[config.mk]
export PLATFORM = sky130hd
export DESIGN_NAME = alu_arbiter
export DESIGN_NICKNAME = d
export VERILOG_FILES = /design/src/rtl/alu_arb_pkg.sv /design/src/rtl/alu_arbiter_rr_pick.sv /design/src/rtl/alu_arbiter.sv
export SDC_FILE = /design/constraint.sdc
export NUM_CORES = 1
export LEC_CHECK = 0
export BUFFER_PORTS_ARGS = -buffer_cell sky130_fd_sc_hd__buf_2
export CAP_MARGIN = 0
export CELL_PAD_IN_SITES_DETAIL_PLACEMENT = 0
export CELL_PAD_IN_SITES_GLOBAL_PLACEMENT = 1
export CORE_AREA = 2 2 89 91
export DETAILED_ROUTE_END_ITERATION = 8
export DIE_AREA = 0 0 91 93
export PLACE_DENSITY = 0.82
export SETUP_SLACK_MARGIN = 0.2
export SLEW_MARGIN = 5
export SYNTH_ARGS = -nofsm -noshare
export SYNTH_HDL_FRONTEND = slang
export SYNTH_SLANG_ARGS = --single-unit
[constraint.sdc]
create_clock -name CLK -period 6.3 [get_ports CLK]
set_input_delay 1.26 -clock CLK [delete_from_list [all_inputs] [get_ports CLK]]
set_output_delay 1.26 -clock CLK [all_outputs]
set_load 0.05 [all_outputs]
[src/rtl/alu_arb_pkg.sv]
// Shared types and constants for the ALU arbiter.
// Optional build macro: ALU_ARB_LOCK_EN (requester lock input).
package alu_arb_pkg;

  localparam int NREQ_DEF = 4;
  localparam int IDW_DEF  = 2;
  localparam int FNW      = 4;
  localparam int OSW      = 2;
  localparam int DW       = 8;

  // OSEL: 00 add, 01 shift, 1x logic
  localparam logic [OSW-1:0] OSEL_ADD   = 2'b00;
  localparam logic [OSW-1:0] OSEL_SHIFT = 2'b01;
  localparam logic [OSW-1:0] OSEL_LOGIC = 2'b10;

  typedef enum logic [1:0] {
    IDLE = 2'd0,
    EXEC = 2'd1,
    RESP = 2'd2
  } state_t;

endpackage

[src/rtl/alu_arbiter_rr_pick.sv]
// Combinational round-robin picker: first request at or
// above the pointer, wrapping modulo NREQ.
module rr_pick
  import alu_arb_pkg::*;
#(
  parameter int NREQ = NREQ_DEF,
  parameter int IDW  = IDW_DEF
) (
  input  logic [NREQ-1:0] req_i,
  input  logic [IDW-1:0]  ptr_i,
  output logic [NREQ-1:0] gnt_o,
  output logic [IDW-1:0]  idx_o,
  output logic            any_o
);

  logic [2*NREQ-1:0] dbl;
  logic [IDW-1:0]    off;
  logic [IDW:0]      sum;
  logic              found;

  // Rotate so the pointer is bit 0, take lowest set bit, rotate back
  always_comb begin
    dbl   = {req_i, req_i} >> ptr_i;
    off   = '0;
    found = 1'b0;
    for (int k = 0; k < NREQ; k++) begin
      if (!found && dbl[k]) begin
        found = 1'b1;
        off   = IDW'(k);
      end
    end
    sum = {1'b0, ptr_i} + {1'b0, off};
    if (sum >= (IDW+1)'(NREQ)) begin
      idx_o = IDW'(sum - (IDW+1)'(NREQ));
    end else begin
      idx_o = sum[IDW-1:0];
    end
    if (!found) begin
      idx_o = '0;
    end
    gnt_o = found ? (NREQ'(1) << idx_o) : '0;
    any_o = found;
  end

endmodule

[src/rtl/alu_arbiter.sv]
// Round-robin arbiter sharing one combinational 8-bit ALU.
// Optional build macro: ALU_ARB_LOCK_EN (adds REQ_LOCK).
module alu_arbiter
  import alu_arb_pkg::*;
#(
  parameter int NREQ = NREQ_DEF,
  parameter int IDW  = IDW_DEF
) (
  input  logic              CLK,
  input  logic              RST_N,
  input  logic [NREQ-1:0]   REQ_VALID,
`ifdef ALU_ARB_LOCK_EN
  input  logic [NREQ-1:0]   REQ_LOCK,
`endif
  output logic [NREQ-1:0]   REQ_READY,
  input  logic [OSW*NREQ-1:0] REQ_OSEL,
  input  logic [FNW*NREQ-1:0] REQ_FN,
  input  logic [DW*NREQ-1:0]  REQ_A,
  input  logic [DW*NREQ-1:0]  REQ_B,
  output logic [OSW-1:0]    ALU_OSEL,
  output logic [FNW-1:0]    ALU_FN,
  output logic [DW-1:0]     ALU_A,
  output logic [DW-1:0]     ALU_B,
  input  logic [DW-1:0]     ALU_Y,
  input  logic              ALU_C,
  input  logic              ALU_V,
  output logic              RSP_VALID,
  input  logic              RSP_READY,
  output logic [IDW-1:0]    RSP_ID,
  output logic [DW-1:0]     RSP_Y,
  output logic              RSP_C,
  output logic              RSP_V,
  output logic              RSP_Z
);

  state_t state_q, state_d;
  logic [IDW-1:0] ptr_q, ptr_d;

  logic [OSW-1:0] alu_osel_q, alu_osel_d;
  logic [FNW-1:0] alu_fn_q, alu_fn_d;
  logic [DW-1:0]  alu_a_q, alu_a_d;
  logic [DW-1:0]  alu_b_q, alu_b_d;

  logic           rsp_valid_q, rsp_valid_d;
  logic [IDW-1:0] rsp_id_q, rsp_id_d;
  logic [DW-1:0]  rsp_y_q, rsp_y_d;
  logic           rsp_c_q, rsp_c_d;
  logic           rsp_v_q, rsp_v_d;
  logic           rsp_z_q, rsp_z_d;

  logic [NREQ-1:0] gnt;
  logic [IDW-1:0]  win_idx;
  logic            win_any;
  logic            win_hold;
  logic [IDW-1:0]  ptr_adv;

  logic [OSW-1:0] win_osel;
  logic [FNW-1:0] win_fn;
  logic [DW-1:0]  win_a;
  logic [DW-1:0]  win_b;

  rr_pick #(
    .NREQ (NREQ),
    .IDW  (IDW)
  ) u_pick (
    .req_i (REQ_VALID),
    .ptr_i (ptr_q),
    .gnt_o (gnt),
    .idx_o (win_idx),
    .any_o (win_any)
  );

  // Accept strobe only while idle and out of reset
  assign REQ_READY =
    (state_q == IDLE && RST_N) ? gnt : '0;

  // Select the winner's operand slices
  always_comb begin
    win_osel = '0;
    win_fn   = '0;
    win_a    = '0;
    win_b    = '0;
    for (int i = 0; i < NREQ; i++) begin
      if (gnt[i]) begin
        win_osel = REQ_OSEL[OSW*i +: OSW];
        win_fn   = REQ_FN[FNW*i +: FNW];
        win_a    = REQ_A[DW*i +: DW];
        win_b    = REQ_B[DW*i +: DW];
      end
    end
  end

  // Pointer update: a locked winner keeps top priority
  always_comb begin
`ifdef ALU_ARB_LOCK_EN
    win_hold = |(REQ_LOCK & gnt);
`else
    win_hold = 1'b0;
`endif
    if (win_idx == IDW'(NREQ - 1)) begin
      ptr_adv = '0;
    end else begin
      ptr_adv = win_idx + IDW'(1);
    end
  end

  // Next-state and register-input logic
  always_comb begin
    state_d     = state_q;
    ptr_d       = ptr_q;
    alu_osel_d  = alu_osel_q;
    alu_fn_d    = alu_fn_q;
    alu_a_d     = alu_a_q;
    alu_b_d     = alu_b_q;
    rsp_valid_d = rsp_valid_q;
    rsp_id_d    = rsp_id_q;
    rsp_y_d     = rsp_y_q;
    rsp_c_d     = rsp_c_q;
    rsp_v_d     = rsp_v_q;
    rsp_z_d     = rsp_z_q;
    unique case (state_q)
      IDLE: begin
        if (win_any) begin
          alu_osel_d = win_osel;
          alu_fn_d   = win_fn;
          alu_a_d    = win_a;
          alu_b_d    = win_b;
          rsp_id_d   = win_idx;
          ptr_d      = win_hold ? win_idx : ptr_adv;
          state_d    = EXEC;
        end
      end
      EXEC: begin
        rsp_y_d     = ALU_Y;
        rsp_c_d     = ALU_C;
        rsp_v_d     = ALU_V;
        rsp_z_d     = (ALU_Y == '0);
        rsp_valid_d = 1'b1;
        state_d     = RESP;
      end
      RESP: begin
        if (RSP_READY) begin
          rsp_valid_d = 1'b0;
          state_d     = IDLE;
        end
      end
      default: begin
        state_d = IDLE;
      end
    endcase
  end

  // State and datapath registers with synchronous reset
  always_ff @(posedge CLK) begin
    if (!RST_N) begin
      state_q     <= IDLE;
      ptr_q       <= '0;
      alu_osel_q  <= '0;
      alu_fn_q    <= '0;
      alu_a_q     <= '0;
      alu_b_q     <= '0;
      rsp_valid_q <= 1'b0;
      rsp_id_q    <= '0;
      rsp_y_q     <= '0;
      rsp_c_q     <= 1'b0;
      rsp_v_q     <= 1'b0;
      rsp_z_q     <= 1'b0;
    end else begin
      state_q     <= state_d;
      ptr_q       <= ptr_d;
      alu_osel_q  <= alu_osel_d;
      alu_fn_q    <= alu_fn_d;
      alu_a_q     <= alu_a_d;
      alu_b_q     <= alu_b_d;
      rsp_valid_q <= rsp_valid_d;
      rsp_id_q    <= rsp_id_d;
      rsp_y_q     <= rsp_y_d;
      rsp_c_q     <= rsp_c_d;
      rsp_v_q     <= rsp_v_d;
      rsp_z_q     <= rsp_z_d;
    end
  end

  assign ALU_OSEL  = alu_osel_q;
  assign ALU_FN    = alu_fn_q;
  assign ALU_A     = alu_a_q;
  assign ALU_B     = alu_b_q;
  assign RSP_VALID = rsp_valid_q;
  assign RSP_ID    = rsp_id_q;
  assign RSP_Y     = rsp_y_q;
  assign RSP_C     = rsp_c_q;
  assign RSP_V     = rsp_v_q;
  assign RSP_Z     = rsp_z_q;

endmodule

---- After elaboration in Yosys (flattened, before gate mapping) ----
Index checks and enable logic that the tools add are counted.
storage, ports and cells
  register bits ........................... 40
  input bits .............................. 105
  output and inout port bits .............. 40
  logic and storage cells ................. 69
cells by class
  add/subtract/negate cells ............... 3
  magnitude comparators ................... 1
  eq/ne operators ......................... 5
  shift operators ......................... 2
  muxes and demuxes ....................... 33
  reduce and logical (&&, ||, !) cells .... 13
operator list
  kind                                                      number
  two-way mux 8 bit                                         8
  two-way mux 4 bit                                         6
  two-way mux 2 bit                                         11
  zero test 8 bit                                           1
  right shift 8 x 2 -> 4 bit                                1
  two-way mux 1 bit                                         6
  case mux 2 bit (3 select lines)                           1
  AND reduction 2 bit                                       3
  equality test 2 bit, second input constant                2
  logical AND 1 bit                                         4
  left shift 1 x 2 -> 4 bit, first input constant           1
  adder 2 x 2 -> 3 bit                                      1
  greater-or-equal comparator 3 bit, second input constant  1
  zero test 1 bit                                           3
  adder 2 x 1 -> 2 bit, second input constant               1
  equality test 2 x 1 -> 1 bit, second input constant       1
  zero test 2 bit                                           1
  != test 2 x 1 -> 1 bit, second input constant             1
  != test 2 bit, second input constant                      1
  case mux 1 bit (2 select lines)                           1
  nonzero test 2 bit                                        1
  subtractor 2 x 1 -> 2 bit, second input constant          1

---- Longest topological paths before layout ----
  depth in word-level cells ............... 21
  depth in mapped cells ................... 16
  depth with buffers taken out ............ 14

---- Cells and area by module ----
A second synthesis with hierarchy kept.
second synthesis, totals
  cell total of the unflattened synthesis .. 324
  area total of the unflattened synthesis .. 2,620.0 µm²
modules (own cells, without submodules)
  module       times used  cells an instance  area an instance (µm²)
  alu_arbiter  1           283                2,336.0
  rr_pick      1           41                 284.0

---- Least setup slack after synthesis ----
Ideal clock, no wire load.
  path kind ............................... input-to-output
  start point ............................. input REQ_VALID[0]
  end point ............................... output REQ_READY[1]
  data arrival time ....................... 3.685 ns
  required time ........................... 5.040 ns
  slack ................................... 1.355 ns
  stages on the path ...................... 11
  buffers on the path ..................... 3
  path through ............................ buf_2 or4_1 o2111ai_1 ha_1 xnor2_1 xnor2_1 or2_2 ha_1 clkbuf_1 clkbuf_1 and3_1
between the ends
  word-level cells in the longest chain between the ends .. 18
  elaborated cells on any way between the ends .. 22
  classes of those cells .................. add/sub (2); order compare (1); shift (2); mux (11); reduce/logical (6)
RTL lines
  what                                                                            RTL line                                              text
  from (decl)                                                                     alu_arbiter.sv:11                                     input logic [NREQ-1:0] REQ_VALID,
  right shift 8 x 2 -> 4 bit *                                                    alu_arbiter_rr_pick.sv:23                             dbl = {req_i, req_i} >> ptr_i;
  two-way mux 1 bit                                                               alu_arbiter_rr_pick.sv:27                             if (!found && dbl[k]) begin
  zero test 1 bit                                                                 alu_arbiter_rr_pick.sv:27
  logical AND 1 bit                                                               alu_arbiter_rr_pick.sv:27
  two-way mux 1 bit                                                               alu_arbiter_rr_pick.sv:27
  zero test 1 bit                                                                 alu_arbiter_rr_pick.sv:27
  logical AND 1 bit                                                               alu_arbiter_rr_pick.sv:27
  two-way mux 1 bit                                                               alu_arbiter_rr_pick.sv:27
  [2 not listed]                                                                  -
  two-way mux 2 bit                                                               alu_arbiter_rr_pick.sv:27
  adder 2 x 2 -> 3 bit                                                            alu_arbiter_rr_pick.sv:32                             sum = {1'b0, ptr_i} + {1'b0, off};
  greater-or-equal comparator 3 bit or subtractor 2 x 1 -> 2 bit (tied branches)  alu_arbiter_rr_pick.sv:33, alu_arbiter_rr_pick.sv:34
  two-way mux 2 bit                                                               alu_arbiter_rr_pick.sv:33                             if (sum >= (IDW+1)'(NREQ)) begin
  two-way mux 2 bit                                                               alu_arbiter_rr_pick.sv:38                             if (!found) begin
  left shift 1 x 2 -> 4 bit                                                       alu_arbiter_rr_pick.sv:41                             gnt_o = found ? (NREQ'(1) << idx_o) : '0;
  two-way mux 4 bit *                                                             alu_arbiter_rr_pick.sv:41
  two-way mux 4 bit *                                                             alu_arbiter.sv:75                                     (state_q == IDLE && RST_N) ? gnt : '0;
  to (decl)                                                                       alu_arbiter.sv:15                                     output logic [NREQ-1:0] REQ_READY,
Every way passes the cells marked *; elsewhere a longest branch is shown, timed or not.

---- Final worst setup path ----
  start point ............................. input REQ_VALID[2]
  end point ............................... output REQ_READY[1]
The elaborated chain is that of the path after synthesis.

==> Implementation_results.wiki <==
{| class="wikitable"
! Metric !! Value
|-
| Register-to-register path setup slack || 2560 ps
|-
| Clock latency on the worst-skew pair || 290 ps
|-
| Critical-path maximum fanout || 25
|-
| Drt pass-1 iters || 5
|-
| Kind of end point of the critical path || primary output
|-
| Slew of the pin with the lowest slew margin || 1129 ps
|-
| Grt total ovfl || 0
|-
| Synth warnings || 0
|-
| Startpoint Class || input pin
|-
| DRC viols || 0
|-
| Crit path required time || 5040 ps
|-
| Layout area overhead || 36.62%
|-
| Total GRT Usage || 0.1623
|-
| Cell area after synthesis || 2347 sq um
|-
| Share of cells above drive strength 1 || 0.4109
|-
| Flip-flop cell with the highest count after synthesis || sky130_fd_sc_hd__dfxtp_1
|-
| Leakage || 0.001500 uW
|-
| Die X-Extent || 91 um
|-
| Endpoint of the most critical register-to-register path || ALU_B[2]
|-
| Count of nets after finishing || 530
|-
| Synth Register Bits || 40
|-
| Die Ht || 93 um
|-
| Headroom to the max-slew limit || 0.2476
|-
| Average footprint of a synthesized cell || 7.984 sq um
|-
| Number of global-route vias before repair || 2460
|-
| Fillcell total || 794
|-
| Critical Setup Path Class || in -> out
|-
| Hold Fails Final Rpt || 0
|-
| Post-Syn Nets || 404
|-
| Final setup fails || 0
|-
| Reg2Reg Depth || 13
|-
| DR iter-0 viols || 76
|-
| Number of resized instances in the post-cts repair step || 0
|-
| Post-detailed-routing wire length || 7.078 mm
|-
| Routability congestion estimate || 0.7701
|-
| Pwr Density || 464.0 nW/um^2
|-
| Cells after synthesis || 294
|-
| Clock tree from TritonCTS || done
|-
| Count of H-tree levels built during CTS || 2
|-
| CTS Sinks || 40
|-
| Reg-to-reg startpoint || ptr_q[0]
|-
| Share of the yosys chip area belonging to registers || 0.3412
|-
| Maximum buffer depth of the clock tree || 2
|-
| Number of enable-type register cells in the synthesized netlist || 0
|-
| Worst setup path start || REQ_VALID[2]
|-
| Clock Tree Root || sky130_fd_sc_hd__clkbuf_8
|-
| Tmin final || 5283 ps
|-
| Max-Cap Viols || 0
|-
| Remaining number of nets flagged by the antenna check after routing || 0
|-
| Setup repair after global routing missed its margin || no
|-
| Ports placed on the boundary || 145
|-
| Hold Crit Depth || 2
|-
| Port Buffer Count || 144
|-
| Number of buffers added by the clock tree synthesis step || 5
|-
| Floorplan die area || 8463 sq um
|-
| Placed wire-length estimate || 5.081 mm
|-
| Critical Path Slowest Stage Cell || sky130_fd_sc_hd__ha_1
|-
| Clock slew seen by the registers of the worst setup and hold paths || 80 ps
|-
| Post-synthesis async set-or-reset flop share || 0
|-
| Largest net degree at the start of global routing || 46
|-
| Final worst path period share || 0.8386
|-
| Mean routed wirelength per cell || 13.53 um
|-
| Wire length of the first global-routing pass || 11.37 mm
|-
| Worst voltage drop across the vdd grid || 0.1719 mV
|-
| Effective utilization at floorplan || 0.3118
|-
| Number of antenna repair diodes || 0
|-
| Met2 WL post-DR || 3.393 mm
|-
| Detailed route wirelength on metal3 || 511 um
|-
| Max-slew violation count || 0
|-
| Sequential standard cell area || 800.8 sq um
|-
| Sequence of cells on the critical path || buf_2 -> or4_1 -> o2111ai_1 -> ha_1 -> xnor2_1 -> xnor2_1 -> or2_2 -> ha_1 -> and3_1 -> buf_2
|-
| Sum of negative setup slack || 0 ps
|-
| Antenna violations before repair || 0
|-
| Placement row count || 32
|-
| Most frequent cells in the layout || 144 x sky130_fd_sc_hd__buf_2, 47 x sky130_fd_sc_hd__nand2_1, 40 x sky130_fd_sc_hd__dfxtp_1
|-
| Multi-input logic area || 1401 sq um
|-
| Uppermost metal layer occupied by signal nets || met4
|-
| Core area || 7527 sq um
|-
| Number of distinct library cells after synthesis || 41
|-
| Buffer count from post-CTS setup fixing || 0
|-
| Total vias in the final route || 2587
|-
| Data arrival, critical path || 4020 ps
|-
| Wire length on met1 || 3.122 mm
|-
| End point of the worst hold path || RSP_ID[0]
|-
| Total power || 1488 uW
|-
| Most frequent standard cell in the layout excluding fill and tap cells || sky130_fd_sc_hd__buf_2
|-
| Type of the worst min-delay path || reg -> reg
|-
| Vias per inst || 4.946
|-
| Achievable clock frequency || 189.3 MHz
|-
| Worst hold path startpoint || RSP_ID[0]
|-
| Worst clock skew || 4.445 ps
|-
| Outcome || finished, final reports clean
|-
| Hold bufs inserted after CTS || 0
|-
| Largest incremental delay on the critical path || 750 ps
|}
==> metal layers <==
metal	vias up	track usage
met1	1161	0.2024
li1	1320	-
met4	0	0.03157
met2	100	0.2852
met3	6	0.04110
met5	-	0
==> cell families (layout without fill, tap and decap cells) <==
group,count (synthesis),count (layout),share of synthesized area
fa+ha+maj,5,5,0.02665
simple gates,102,102,0.1988
buf+inv,32,159,0.06556
compound gates,113,113,0.3603
flops,40,40,0.3412
xor+xnor,2,2,0.007464
==> sequential cells by signal, indices dropped and copies added, names as in the netlist, 2 cells and up <==
| name | flops |
|---|---|
| ALU_OSEL | 2 |
| RSP_Y | 8 |
| ALU_B | 8 |
| ALU_A | 8 |
| ptr_q | 2 |
| ALU_FN | 4 |
| RSP_ID | 2 |
| state_q | 2 |
==> Yosys cell counts, drive strengths merged (2+ instances only) <==
| cell | instances | share of area |
|---|---|---|
| nand2 | 47 | 0.075 |
| o21ai | 46 | 0.098 |
| dfxtp | 40 | 0.34 |
| nor2 | 30 | 0.048 |
| a221oi | 22 | 0.12 |
| a22oi | 21 | 0.067 |
| clkbuf | 18 | 0.029 |
| a21boi | 13 | 0.042 |
| buf | 11 | 0.032 |
| and3 | 5 | 0.013 |
| ha | 5 | 0.027 |
| nand2b | 4 | 0.011 |
| inv | 3 | 0.0048 |
| nor3 | 3 | 0.0085 |
| nor4 | 3 | 0.014 |
| a21oi | 2 | 0.0043 |
| nor2b | 2 | 0.0053 |
| o211a | 2 | 0.0085 |
| o32ai | 2 | 0.0075 |
| xnor2 | 2 | 0.0075 |
==> how the worst max path moves through the flow <==
| stage | to | slack, ps | cells after the start |
|---|---|---|---|
| 5_1_grt | REQ_READY[1] | 770 | 12 |
| 3_5_place_dp | REQ_READY[1] | 1020 | 10 |
| 6_report | REQ_READY[1] | 1020 | 10 |
| 3_3_place_gp | REQ_READY[1] | 1050 | 10 |
| 4_1_cts | REQ_READY[1] | 990 | 10 |
| 2_1_floorplan | REQ_READY[1] | 1360 | 11 |
==> metrics by stage <==
stage	hold slack (ps)	utilization	std cells	setup slack, ps	cell area [sq um]
after floorplan	493.8	-	294	1355	2347
after global placement	446.0	0.4107	515	1054	3092
after detailed placement	450.2	0.4107	515	1016	3092
after CTS	463.5	0.4260	523	994.7	3207
after global routing	478.6	0.4260	523	771.3	3207
final	456.7	0.4260	523	1017	3207
==> worst max-delay path, delay by kind of cell <==
kind / cells / cell delay (ps)
buf+inv: 2 / 420
compound gates: 1 / 110
simple gates: 3 / 960
xor+xnor: 2 / 330
fa+ha+maj: 2 / 940
==> power by group <==
group / total [uW] / leakage [uW] / switching (uW) / internal (uW)
registers: 360 / 0.000330 / 39.5 / 321
logic: 913 / 0.00112 / 621 / 291
clock network: 215 / 0.0000548 / 95.6 / 119
==> layout make-up <==
class / instances / area share
Clock buffer: 5 / 0.02146
Clock inverter: 3 / 0.01444
Inverter: 3 / 0.003512
Tap cell: 102 / 0.03980
Multi-Input combinational cell: 222 / 0.4370
Timing Repair Buffer: 148 / 0.2341
Sequential cell: 40 / 0.2497
Power figures use the tool's default switching activity.
